$ cat config.mk
export PLATFORM = sky130hd
export DESIGN_NAME = gps_multi_correlator_flat
export DESIGN_NICKNAME = d
export VERILOG_FILES = /design/src/rtl/gps_multi_correlator_if.sv /design/src/rtl/gps_multi_correlator.sv /design/src/flat_wrapper.sv
export SDC_FILE = /design/constraint.sdc
export NUM_CORES = 2
export LEC_CHECK = 0
export CAP_MARGIN = 20
export CORE_MARGIN = 5
export CORE_UTILIZATION = 60
export CTS_CLUSTER_SIZE = 30
export DETAILED_ROUTE_END_ITERATION = 8
export HOLD_SLACK_MARGIN = 0.15
export PLACE_DENSITY = 0.82
export SYNTH_ARGS = -nofsm -noshare
export SYNTH_HDL_FRONTEND = slang
export SYNTH_SLANG_ARGS = --single-unit
export TNS_END_PERCENT = 50
$ cat constraint.sdc
create_clock -name correlator_clk -period 273.2 [get_ports correlator_clk]
set_clock_uncertainty 0.2 [all_clocks]
set_input_delay 40.98 -clock correlator_clk [delete_from_list [all_inputs] [get_ports correlator_clk]]
set_output_delay 40.98 -clock correlator_clk [all_outputs]
set_load 0.02 [all_outputs]
$ cat src/rtl/gps_multi_correlator_if.sv
// Wishbone slave bus bundle for the GPS multi-channel correlator.
// Ports: wb_adr_i/wb_dat_i/wb_sel_i/wb_cyc_i/wb_stb_i/wb_we_i in, wb_dat_o/wb_ack_o out.
interface gps_multi_correlator_if;
   logic [31:0] wb_adr_i;
   logic [31:0] wb_dat_i;
   logic [31:0] wb_dat_o;
   logic [3:0]  wb_sel_i;
   logic        wb_cyc_i;
   logic        wb_stb_i;
   logic        wb_we_i;
   logic        wb_ack_o;

   modport master (
      output wb_adr_i, wb_dat_i, wb_sel_i, wb_cyc_i, wb_stb_i, wb_we_i,
      input  wb_dat_o, wb_ack_o
   );
   modport slave (
      input  wb_adr_i, wb_dat_i, wb_sel_i, wb_cyc_i, wb_stb_i, wb_we_i,
      output wb_dat_o, wb_ack_o
   );
endinterface

$ cat src/rtl/gps_multi_correlator.sv
// GPS multi-channel correlator: time base, NUM_CH tracking channels, Wishbone register map.
// Ports: correlator_clk, correlator_rst (async, high), sign/mag samples, accum_int irq, wb slave.
// Optional: GPS_CORR_IRQ_MASK_EN adds irq_mask at word 0xE5 gating accum_int.
module time_base (
   input  logic        clk,
   input  logic        rstn,
   input  logic [23:0] prog_tic,
   input  logic [23:0] prog_accum_int,
   output logic        tic_enable,
   output logic        accum_enable,
   output logic [23:0] tic_count,
   output logic [23:0] accum_count
);
   // >= so a shrunk period takes effect at once instead of waiting for wrap
   assign tic_enable   = (tic_count >= prog_tic);
   assign accum_enable = (accum_count >= prog_accum_int);

   always_ff @(posedge clk or negedge rstn) begin
      if (!rstn) begin
         tic_count   <= '0;
         accum_count <= '0;
      end else begin
         tic_count   <= tic_enable ? 24'd0 : tic_count + 24'd1;
         accum_count <= accum_enable ? 24'd0 : accum_count + 24'd1;
      end
   end
endmodule

module tracking_channel (
   input  logic             clk,
   input  logic             rstn,
   input  logic             sign,
   input  logic             mag,
   input  logic             accum_enable,
   input  logic [9:0]       prn_key,
   input  logic [28:0]      carr_nco,
   input  logic [27:0]      code_nco,
   input  logic [10:0]      code_slew,
   input  logic [10:0]      epoch_load,
   input  logic             prn_key_enable,
   input  logic             slew_enable,
   input  logic             epoch_enable,
   output logic             dump,
   output logic [5:0][15:0] iq,
   output logic [31:0]      carrier_val,
   output logic [20:0]      code_val,
   output logic [10:0]      epoch,
   output logic [10:0]      epoch_check
);
   logic [27:0]      code_ph;
   logic [28:0]      code_sum;
   logic [9:0]       g2;
   logic [10:0]      slew_cnt;
   logic [5:0][15:0] acc;
   logic [5:0][15:0] acc_nxt;
   logic [15:0]      mv;
   logic             i_bit;
   logic             q_bit;

   function automatic logic [15:0] step(input logic [15:0] a,
                                        input logic neg,
                                        input logic [15:0] v);
      return neg ? a - v : a + v;
   endfunction

   // code NCO rollover marks the end of an integration period
   assign code_sum = {1'b0, code_ph} + {1'b0, code_nco};
   assign dump     = code_sum[28] & (slew_cnt == 11'd0);
   assign code_val = code_ph[27:7];
   assign mv       = {14'd0, mag, 1'b1};
   assign i_bit    = carrier_val[31];
   assign q_bit    = carrier_val[31] ^ carrier_val[30];

   // even index = I, odd = Q; pairs are early/prompt/late code taps
   assign acc_nxt[0] = step(acc[0], sign ^ i_bit ^ g2[9], mv);
   assign acc_nxt[1] = step(acc[1], sign ^ q_bit ^ g2[9], mv);
   assign acc_nxt[2] = step(acc[2], sign ^ i_bit ^ g2[8], mv);
   assign acc_nxt[3] = step(acc[3], sign ^ q_bit ^ g2[8], mv);
   assign acc_nxt[4] = step(acc[4], sign ^ i_bit ^ g2[7], mv);
   assign acc_nxt[5] = step(acc[5], sign ^ q_bit ^ g2[7], mv);

   always_ff @(posedge clk or negedge rstn) begin
      if (!rstn) begin
         carrier_val <= '0;
         code_ph     <= '0;
         g2          <= '0;
         slew_cnt    <= '0;
         epoch       <= '0;
         epoch_check <= '0;
         acc         <= '0;
         iq          <= '0;
      end else begin
         carrier_val <= carrier_val + {3'd0, carr_nco};
         // slewing freezes code phase for code_slew cycles
         if (slew_enable)
            slew_cnt <= code_slew;
         else if (slew_cnt != 11'd0)
            slew_cnt <= slew_cnt - 11'd1;
         else
            code_ph <= code_sum[27:0];
         if (prn_key_enable)
            g2 <= prn_key;
         else if (dump)
            g2 <= {g2[8:0], g2[9] ^ g2[8] ^ g2[7] ^ g2[5] ^ g2[2] ^ g2[1]};
         if (epoch_enable)
            epoch <= epoch_load;
         else if (dump)
            epoch <= epoch + 11'd1;
         if (accum_enable)
            epoch_check <= epoch;
         if (dump) begin
            iq  <= acc_nxt;
            acc <= '0;
         end else begin
            acc <= acc_nxt;
         end
      end
   end
endmodule

module gps_multi_correlator #(
   parameter int NUM_CH = 4
) (
   input  logic                 correlator_clk,
   input  logic                 correlator_rst,
   input  logic                 sign,
   input  logic                 mag,
   output logic                 accum_int,
   gps_multi_correlator_if.slave wb
);
   typedef enum logic [1:0] {IDLE, DELAYACK1, DELAYACK2, ACK} state_t;

   state_t            state;
   logic              sw_rst;
   logic              rstn;
   logic [7:0]        w;
   logic [3:0]        ch;
   logic [3:0]        off;
   logic              wr;
   logic [31:0]       rd;
   logic [31:0]       rd_or [NUM_CH+1];
   logic [23:0]       prog_tic;
   logic [23:0]       prog_accum_int;
   logic [23:0]       tic_count;
   logic [23:0]       accum_count;
   logic [31:0]       scratch;
   logic              tic_enable;
   logic              accum_enable;
   logic              status_clr;
   logic              nd_clr;
   logic [1:0]        status;
   logic [1:0]        status_nxt;
   logic [NUM_CH-1:0] new_data;
   logic [NUM_CH-1:0] dump;
   logic              unused;

   assign w          = wb.wb_adr_i[9:2];
   assign ch         = w[7:4];
   assign off        = w[3:0];
   assign wr         = (state == IDLE) & wb.wb_cyc_i & wb.wb_stb_i & wb.wb_we_i;
   assign rstn       = ~correlator_rst & ~sw_rst;
   assign status_clr = wr & (w == 8'hE4) & wb.wb_dat_i[0];
   assign nd_clr     = wr & (w == 8'hE4) & wb.wb_dat_i[1];
   assign unused     = ^{wb.wb_sel_i, wb.wb_adr_i[31:10], wb.wb_adr_i[1:0]};
   assign rd_or[0]   = '0;

   time_base u_tb (
      .clk(correlator_clk), .rstn, .prog_tic, .prog_accum_int,
      .tic_enable, .accum_enable, .tic_count, .accum_count
   );

   for (genvar c = 0; c < NUM_CH; c++) begin : g_ch
      logic             sel;
      logic [2:0]       en;
      logic [9:0]       prn_key;
      logic [28:0]      carr_nco;
      logic [27:0]      code_nco;
      logic [10:0]      code_slew;
      logic [10:0]      epoch_load;
      logic [5:0][15:0] iq;
      logic [31:0]      carrier_val;
      logic [20:0]      code_val;
      logic [10:0]      epoch;
      logic [10:0]      epoch_check;
      logic [31:0]      mux;

      assign sel = (w < 8'hC0) && (ch == 4'(c));
      assign en  = (wr && sel && off == 4'hF) ? wb.wb_dat_i[2:0] : 3'b000;

      always_ff @(posedge correlator_clk or posedge correlator_rst) begin
         if (correlator_rst) begin
            prn_key    <= '0;
            carr_nco   <= '0;
            code_nco   <= '0;
            code_slew  <= '0;
            epoch_load <= '0;
         end else if (wr && sel) begin
            case (off)
               4'h0:    prn_key    <= wb.wb_dat_i[9:0];
               4'h1:    carr_nco   <= wb.wb_dat_i[28:0];
               4'h2:    code_nco   <= wb.wb_dat_i[27:0];
               4'h3:    code_slew  <= wb.wb_dat_i[10:0];
               4'hE:    epoch_load <= wb.wb_dat_i[10:0];
               default: ;
            endcase
         end
      end

      always_comb begin
         case (off)
            4'h4:    mux = {16'd0, iq[0]};
            4'h5:    mux = {16'd0, iq[1]};
            4'h6:    mux = {16'd0, iq[2]};
            4'h7:    mux = {16'd0, iq[3]};
            4'h8:    mux = {16'd0, iq[4]};
            4'h9:    mux = {16'd0, iq[5]};
            4'hA:    mux = carrier_val;
            4'hB:    mux = {11'd0, code_val};
            4'hC:    mux = {21'd0, epoch};
            4'hD:    mux = {21'd0, epoch_check};
            default: mux = '0;
         endcase
      end

      assign rd_or[c+1] = rd_or[c] | (sel ? mux : 32'd0);

      tracking_channel u_ch (
         .clk(correlator_clk), .rstn, .sign, .mag, .accum_enable,
         .prn_key, .carr_nco, .code_nco, .code_slew, .epoch_load,
         .prn_key_enable(en[0]), .slew_enable(en[1]), .epoch_enable(en[2]),
         .dump(dump[c]), .iq, .carrier_val, .code_val, .epoch, .epoch_check
      );
   end

`ifdef GPS_CORR_IRQ_MASK_EN
   logic [1:0] irq_mask;

   always_ff @(posedge correlator_clk or posedge correlator_rst) begin
      if (correlator_rst)
         irq_mask <= 2'b10;
      else if (wr && w == 8'hE5)
         irq_mask <= wb.wb_dat_i[1:0];
   end
`endif

   always_ff @(posedge correlator_clk or posedge correlator_rst) begin
      if (correlator_rst) begin
         sw_rst         <= 1'b0;
         prog_tic       <= '0;
         prog_accum_int <= '0;
         scratch        <= '0;
      end else if (wr) begin
         case (w)
            8'hF0:   sw_rst         <= wb.wb_dat_i[0];
            8'hF1:   prog_tic       <= wb.wb_dat_i[23:0];
            8'hF2:   prog_accum_int <= wb.wb_dat_i[23:0];
            8'hF3:   scratch        <= wb.wb_dat_i;
            default: ;
         endcase
      end
   end

   // a set in the same cycle as a clear wins
   assign status_nxt = (status & ~{2{status_clr}}) | {accum_enable, tic_enable};

   always_ff @(posedge correlator_clk or negedge rstn) begin
      if (!rstn) begin
         status    <= '0;
         new_data  <= '0;
         accum_int <= 1'b0;
      end else begin
         status   <= status_nxt;
         new_data <= (nd_clr ? '0 : new_data) | dump;
`ifdef GPS_CORR_IRQ_MASK_EN
         accum_int <= |(status_nxt & irq_mask);
`else
         accum_int <= accum_enable | (accum_int & ~status_clr);
`endif
      end
   end

   always_comb begin
      case (w)
         8'hE0:   rd = {30'd0, status};
         8'hE1:   rd = 32'(new_data);
         8'hE2:   rd = {8'd0, tic_count};
         8'hE3:   rd = {8'd0, accum_count};
`ifdef GPS_CORR_IRQ_MASK_EN
         8'hE5:   rd = {30'd0, irq_mask};
`endif
         8'hEF:   rd = 32'h6E6D7275;
         8'hF3:   rd = scratch;
         default: rd = rd_or[NUM_CH];
      endcase
   end

   always_ff @(posedge correlator_clk or posedge correlator_rst) begin
      if (correlator_rst) begin
         state       <= IDLE;
         wb.wb_ack_o <= 1'b0;
         wb.wb_dat_o <= '0;
      end else begin
         case (state)
            IDLE: begin
               if (wb.wb_cyc_i && wb.wb_stb_i) begin
                  state       <= wb.wb_we_i ? ACK : DELAYACK1;
                  wb.wb_ack_o <= wb.wb_we_i;
               end
            end
            DELAYACK1: state <= DELAYACK2;
            DELAYACK2: begin
               state       <= ACK;
               wb.wb_ack_o <= 1'b1;
               wb.wb_dat_o <= rd;
            end
            default: begin
               state       <= IDLE;
               wb.wb_ack_o <= 1'b0;
            end
         endcase
      end
   end
endmodule

$ cat src/flat_wrapper.sv
// flat-port wrapper written by rule: the top's interface ports become plain ports
module gps_multi_correlator_flat 
#(
   parameter int NUM_CH = 4
)
  (correlator_clk, correlator_rst, sign, mag, accum_int, wb_wb_adr_i, wb_wb_dat_i, wb_wb_sel_i, wb_wb_cyc_i, wb_wb_stb_i, wb_wb_we_i, wb_wb_dat_o, wb_wb_ack_o);
  gps_multi_correlator_if wb_i ();
  input  logic correlator_clk;
  input  logic correlator_rst;
  input  logic sign;
  input  logic mag;
  output logic accum_int;
  input wire logic [$bits(wb_i.wb_adr_i)-1:0] wb_wb_adr_i;
  input wire logic [$bits(wb_i.wb_dat_i)-1:0] wb_wb_dat_i;
  input wire logic [$bits(wb_i.wb_sel_i)-1:0] wb_wb_sel_i;
  input wire logic [$bits(wb_i.wb_cyc_i)-1:0] wb_wb_cyc_i;
  input wire logic [$bits(wb_i.wb_stb_i)-1:0] wb_wb_stb_i;
  input wire logic [$bits(wb_i.wb_we_i)-1:0] wb_wb_we_i;
  output wire logic [$bits(wb_i.wb_dat_o)-1:0] wb_wb_dat_o;
  output wire logic [$bits(wb_i.wb_ack_o)-1:0] wb_wb_ack_o;
  assign wb_i.wb_adr_i = wb_wb_adr_i;
  assign wb_i.wb_dat_i = wb_wb_dat_i;
  assign wb_i.wb_sel_i = wb_wb_sel_i;
  assign wb_i.wb_cyc_i = wb_wb_cyc_i;
  assign wb_i.wb_stb_i = wb_wb_stb_i;
  assign wb_i.wb_we_i = wb_wb_we_i;
  assign wb_wb_dat_o = wb_i.wb_dat_o;
  assign wb_wb_ack_o = wb_i.wb_ack_o;
  gps_multi_correlator #(.NUM_CH(NUM_CH)) u_core (.correlator_clk(correlator_clk), .correlator_rst(correlator_rst), .sign(sign), .mag(mag), .accum_int(accum_int), .wb(wb_i));
endmodule
; ---- After elaboration in Yosys (flattened, before gate mapping)
; Index checks and enable logic that the tools add are counted.
[totals]
ff_bits = 1707
out_inout_bits = 34
[classes]
n_addsub = 66
n_lt_le_gt_ge = 3
eq_ne = 31
mux = 73
n_bitwise = 88
n_reduce_logical = 65
[op_table]
columns = cell, n
row1 = 32-bit case mux with 10 select lines, 4
row2 = 16-bit by 2-bit adder with 16-bit output, 24
row3 = 16-bit 2-to-1 mux, 24
row4 = 96-bit 2-to-1 mux, 4
row5 = 16-bit by 2-bit subtractor with 16-bit output, 24
row6 = 32-bit case mux with 6 select lines, 1
row7 = 11-bit 2-to-1 mux, 16
row8 = 32-bit by 29-bit adder with 32-bit output, 4
row9 = 32-bit 2-to-1 mux, 4
row10 = 28-bit by 28-bit adder with 29-bit output, 4
row11 = 32-bit OR, 3
row12 = "8-bit == test, second input constant", 10
row13 = 10-bit 2-to-1 mux, 8
row14 = 2-bit AND reduction, 29
row15 = 1-bit XOR, 56
row16 = "24-bit by 1-bit adder with 24-bit output, second input constant", 2
row17 = 24-bit greater-or-equal comparator, 2
row18 = 24-bit 2-to-1 mux, 2
row19 = "11-bit by 1-bit adder with 11-bit output, second input constant", 4
row20 = 11-bit zero test, 4
row21 = 11-bit nonzero test, 4
row22 = "11-bit by 1-bit subtractor with 11-bit output, second input constant", 4
row23 = "4-bit == test, second input constant", 8
row24 = 2-bit nonzero test, 12
row25 = other kinds (23), 69

; ---- Depth between registers and ports, before layout
[depth]
ltp_word = 9
depth_mapped = 15

; ---- Cells and area by module
; A second synthesis with hierarchy kept.
[hier_totals]
hier_cells = 9648
hier_area_um2 = 96523.8
[by_module_without_submodules]
columns = module, n_inst, cells_each, area_each_um2, seq_area_each_um2
row1 = gps_multi_correlator, 1, 2040, 24345.8, 11986.5
row2 = tracking_channel at u_core.g_ch[2].u_ch, 1, 1847, 17506.8, 7382.1
row3 = tracking_channel at u_core.g_ch[3].u_ch, 1, 1802, 17118.9, 7382.1
row4 = tracking_channel at u_core.g_ch[0].u_ch, 1, 1776, 17071.4, 7382.1
row5 = tracking_channel at u_core.g_ch[1].u_ch, 1, 1783, 16856.2, 7382.1
row6 = time_base, 1, 400, 3624.7, 1201.2

; ---- Worst setup path after synthesis
; Ideal clock, no wire load.
[synth_timing]
kind = in2reg
start = input port sign
end = register u_core.g_ch[2].u_ch.iq[95] (netlist name)
setup_time_ns = 0.130
arrival_ns = 44.299
t_required_ns = 272.870
setup_slack_ns = 228.571
stages = 15
path_buffers = 0
cell_sequence = xor2_1 > xnor2_1 > xor2_1 > xnor2_1 > ha_1 > a21o_1 > a21o_1 > a2111oi_1 > o31ai_1 > o31ai_2 > nor2b_1 > a311o_1 > a21oi_1 > xnor2_1 > o21ai_1
[synth_between]
elab_chain_cells = 3
[synth_lines]
columns = element, line_no
row1 = "start, declared", flat_wrapper.sv:10  ; input logic sign;
row2 = 1-bit XOR (2 in series), gps_multi_correlator.sv:80  ; assign acc_nxt[5] = step(acc[5], sign ^ q_bit ^ g2[7], mv);
row3 = 16-bit 2-to-1 mux, gps_multi_correlator.sv:63  ; return neg ? a - v : a + v;
row4 = "end signal, assigned", gps_multi_correlator.sv:112  ; iq <= acc_nxt;
row5 = "end, declared", gps_multi_correlator.sv:44  ; output logic [5:0][15:0] iq,
; No other way between the ends.
; A chain may end at the register's enable or synchronous reset.

; ---- Final worst setup path
[layout_timing]
start = input port sign
end = register u_core.g_ch[0].u_ch.iq[30] (netlist name)
[layout_between]
elab_chain_cells = 3
[layout_lines]
columns = element, line_no
row1 = 1-bit XOR (2 in series), gps_multi_correlator.sv:76  ; assign acc_nxt[1] = step(acc[1], sign ^ q_bit ^ g2[9], mv);
row2 = 16-bit 2-to-1 mux, gps_multi_correlator.sv:63
row3 = "end signal, assigned", gps_multi_correlator.sv:112
row4 = "end, declared", gps_multi_correlator.sv:44
; No other way between the ends.

==> run summary <==
Synth unique cells: 92
Final hold violation count: 0
R2r startpoint: u_core.g_ch[0].u_ch.carrier_val[31]$_DFF_PN0_
Critical R2R Capture: u_core.g_ch[0].u_ch.iq[30]$_DFFE_PN0P_
Worst-case reg-to-reg path depth: 15
Via count: 76,000
Die W: 403 µm
Slowest CP cell: xor2_1
Max-Cap Viols: 0
Worst vdd ir: 0.00000754 V
CP startpoint: sign
Hold Path Class: flop to flop
Register cell area after layout: 42,700 µm²
CP endpoint: u_core.g_ch[0].u_ch.iq[30]$_DFFE_PN0P_
Vias in the first global route: 74,300
Post-synthesis sequential element count: 1,707
Post-DP Area: 95,800 µm²
First-pass GRT wire length: 440,000 µm
Post-synthesis sequential area ratio: 46.0%
Peak fanout along the critical path: 13
RSZ-0062 raised after global routing: false
Filler cell count: 11,500
Die H: 403 µm
Avg Inst Size Synth: 9.94 µm²
Post-Syn Area: 92,800 µm²
LEAKAGE: 0.0488 µW
Clock-pin slew on the worst setup and hold paths: 60 ps
Root buffer cell: clkbuf_16
Dpl hpwl: 201,000 µm
I/O pin count: 109
Slew margin rel.: 13.2%
Initial DRC Count: 9,114
Hold-fix buffers, CTS: 0
Final setup fails: 0
Worst Setup Start Kind: primary input
Core area: 154,000 µm²
DR DRC count: 11
Gr usage total: 35.0%
Site Rows: 144
Skew-Pair Late Insertion Delay: 830 ps
Layout cell share with drive strength beyond 1: 10.9%
Port Buf Inserts: 80
Total grt overflow: 0
CP Cell Sequence: clkdlybuf4s50_1, xor2_1, xnor2_1, xor2_1, inv_1, ha_1, a21o_1, a21oi_1, o21bai_1, a21o_1, a21oi_1, o21ai_0, a2111oi_0, nor3_1, xnor2_1, o21ai_0
# nets final: 10,100
Wire per inst: 25.3 µm
Critical Path RT: 273,660 ps
Total clock sinks: 1,707
Final Critical Period: 46,400 ps
Prevailing post-synth register cell: dfrtp_1
Crit-path leading delay family: XOR/XNOR gates
Initial antenna violation count: 20
Final GP Congestion: 1.01
R2R setup slack: 267,390 ps
Status: finished, violations left
Pwr/cell area: 8.64 nW/µm²
Failing checks: DRC
Slew @ Worst Pin: 1300 ps
Crit path buf inv count: 2
Max Clock Freq: 21.5 MHz
Cts bufs inserted: 178
Max-slew violations: 0
Routed WL: 291,000 µm
Footprint of the multi-input gates: 48,000 µm²
Worst Path Arrival: 46,860 ps
Worst hold slack: 269 ps
Area delta synth->final: 10.1%
Yosys warnings: 0
H-tree depth: 4
Detail Route Antenna Nets: 0
Part of the cycle the worst path needs: 17.0%
Slowest stage delay, CP: 1050 ps
Crit path kind: primary input to flop
Ys async rst share: 100%
Power Total: 884 µW
Post-DR vias/cell: 6.59
Final Instance Area: 102,000 µm²
CP Capture Type: flop
Cells after Synth: 9,336
Largest net degree at the start of global routing: 179
Post-synth EDFFs: 0
Setup TNS Final: 0 ps
Drt pass-1 iters: 9
WP depth: 16
Post-cts sizing count: 0
Initial Util: 60.3%
CTS tree: yes
Longest Clk Path Bufs: 3
Syn Nets: 10,100
Die area: 163,000 µm²
Post-CTS setup buffer count: 0
sequential cells by signal (all words and copies together) (netlist names), 32 cells and up:
| name | count |
|---|---|
| u_core.g_ch.u_ch.epoch | 44 |
| u_core.g_ch.prn_key | 40 |
| u_core.scratch | 32 |
| u_core.g_ch.u_ch.slew_cnt | 44 |
| u_core.g_ch.carr_nco | 116 |
| u_core.g_ch.u_ch.epoch_check | 44 |
| u_core.g_ch.code_slew | 44 |
| u_core.g_ch.epoch_load | 44 |
| u_core.g_ch.code_nco | 112 |
| u_core.wb.wb_dat_o | 32 |
| u_core.g_ch.u_ch.g2 | 40 |
| u_core.g_ch.u_ch.carrier_val | 128 |
| u_core.g_ch.u_ch.iq | 384 |
| u_core.g_ch.u_ch.acc | 384 |
| u_core.g_ch.u_ch.code_ph | 112 |
cells in the mapped netlist (67+ instances only):
| library cell | n | share of area, % |
|---|---|---|
| dfrtp_1 | 1707 | 46 |
| nand2_1 | 1041 | 4.2 |
| nor2_1 | 880 | 3.6 |
| o21ai_0 | 737 | 4.0 |
| ha_1 | 626 | 8.4 |
| a21oi_1 | 574 | 3.1 |
| mux2_2 | 461 | 5.6 |
| xnor2_1 | 405 | 3.8 |
| xor2_1 | 332 | 3.1 |
| clkbuf_1 | 296 | 1.2 |
| a21o_1 | 233 | 1.9 |
| inv_1 | 215 | 0.87 |
| a22oi_1 | 166 | 1.3 |
| nand3_1 | 130 | 0.70 |
| nor3_1 | 124 | 0.67 |
| a31oi_1 | 107 | 0.72 |
| a22o_1 | 87 | 0.82 |
| and3_1 | 82 | 0.55 |
| o21bai_1 | 74 | 0.60 |
| nand4_1 | 69 | 0.47 |
| nand2b_1 | 68 | 0.46 |
| o21a_1 | 67 | 0.54 |
power by group:
part           leakage, µW  internal, µW  switching, µW
sequential          0.0199           294           23.6
clock              0.00301           149            106
combinational       0.0258           124            186
total               0.0488           568            316
worst min-delay path: stages, from the launching register on:
cell     delay [ps]
dfrtp_1         340
nand2_1          50
nand2_1          50
cell families (layout without fill, tap and decap cells):
logic type | Yosys count | in the layout | share of synthesized area, %
buffers and inverters | 618 | 758 | 2.56
adders and majority gates | 658 | 658 | 9.13
other | 0 | 13 | 0
DFF | 1707 | 1707 | 46.0
and+or+nand+nor | 2658 | 2658 | 12.5
xor gates and xnor gates | 737 | 737 | 6.95
AOI/OAI and AO/OA | 2463 | 2463 | 16.8
muxes | 495 | 495 | 6.00
final cells by class:
cell class,instances,area share [%]
sequential,1707,41.8
clock buffer,250,5.03
timing repair buffer,216,1.95
clock inverter,75,0.948
antenna,13,0.0318
multi-input combinational,7011,47.0
inverter,217,0.804
tap,2044,2.50
through the flow:
stage / cells / util (%) / setup slack [ps]
6_report: 11500 / 66.4 / 226800
5_1_grt: 11500 / 66.4 / 226660
4_1_cts: 11500 / 66.2 / 227000
3_5_place_dp: 11200 / 62.3 / 226230
3_3_place_gp: 11200 / 62.3 / 226300
2_1_floorplan: 9336 / - / 157400
routing by layer:
layer,up-vias,GRT usage (%),routed length (µm)
li1,33200,-,-
met1,37400,45.5,110000
met2,4318,51.8,126000
met3,1113,9.53,33600
met4,10,22.6,22200
met5,-,0.446,153
placed cells by master (no fill, tap or decap), types with 29 or more instances in the layout:
cell type / instances
mux2_2: 461
nand3_1: 129
a21o_1: 232
mux2i_1: 31
clkinv_2: 35
a211oi_1: 48
a31oi_1: 107
clkbuf_8: 37
a22oi_1: 166
or2_2: 39
nand4_1: 69
inv_1: 214
xnor2_1: 405
a22o_1: 87
and2_1: 58
nor2b_1: 55
o21a_1: 67
or3_1: 36
xor2_1: 332
a21oi_1: 573
o31ai_1: 29
buf_4: 119
fa_1: 32
nor3_1: 120
o21bai_1: 74
and3_1: 81
nor2_1: 856
nand2b_1: 67
o21ai_0: 736
clkdlybuf4s50_1: 73
dfrtp_1: 1707
a221oi_1: 58
clkbuf_16: 181
clkbuf_1: 34
ha_1: 625
nand2_1: 1038
worst min-delay path by stage:
| stage | from | end | cells after the start |
|---|---|---|---|
| after floorplan | u_core.g_ch[2].u_ch.iq[17]$_DFFE_PN0P_ | u_core.g_ch[2].u_ch.iq[17]$_DFFE_PN0P_ | 2 |
| after global placement | u_core.g_ch[0].code_slew[6]$_DFFE_PP0P_ | u_core.g_ch[0].u_ch.slew_cnt[6]$_DFFE_PN0N_ | 1 |
| after detailed placement | u_core.g_ch[0].u_ch.iq[49]$_DFFE_PN0P_ | u_core.g_ch[0].u_ch.iq[49]$_DFFE_PN0P_ | 2 |
| after CTS | u_core.g_ch[0].u_ch.iq[49]$_DFFE_PN0P_ | u_core.g_ch[0].u_ch.iq[49]$_DFFE_PN0P_ | 2 |
| after global routing | u_core.g_ch[3].code_slew[10]$_DFFE_PP0P_ | u_core.g_ch[3].u_ch.slew_cnt[10]$_DFFE_PN0N_ | 2 |
| final | u_core.g_ch[0].u_ch.iq[49]$_DFFE_PN0P_ | u_core.g_ch[0].u_ch.iq[49]$_DFFE_PN0P_ | 2 |
Power figures use the tool's default switching activity.
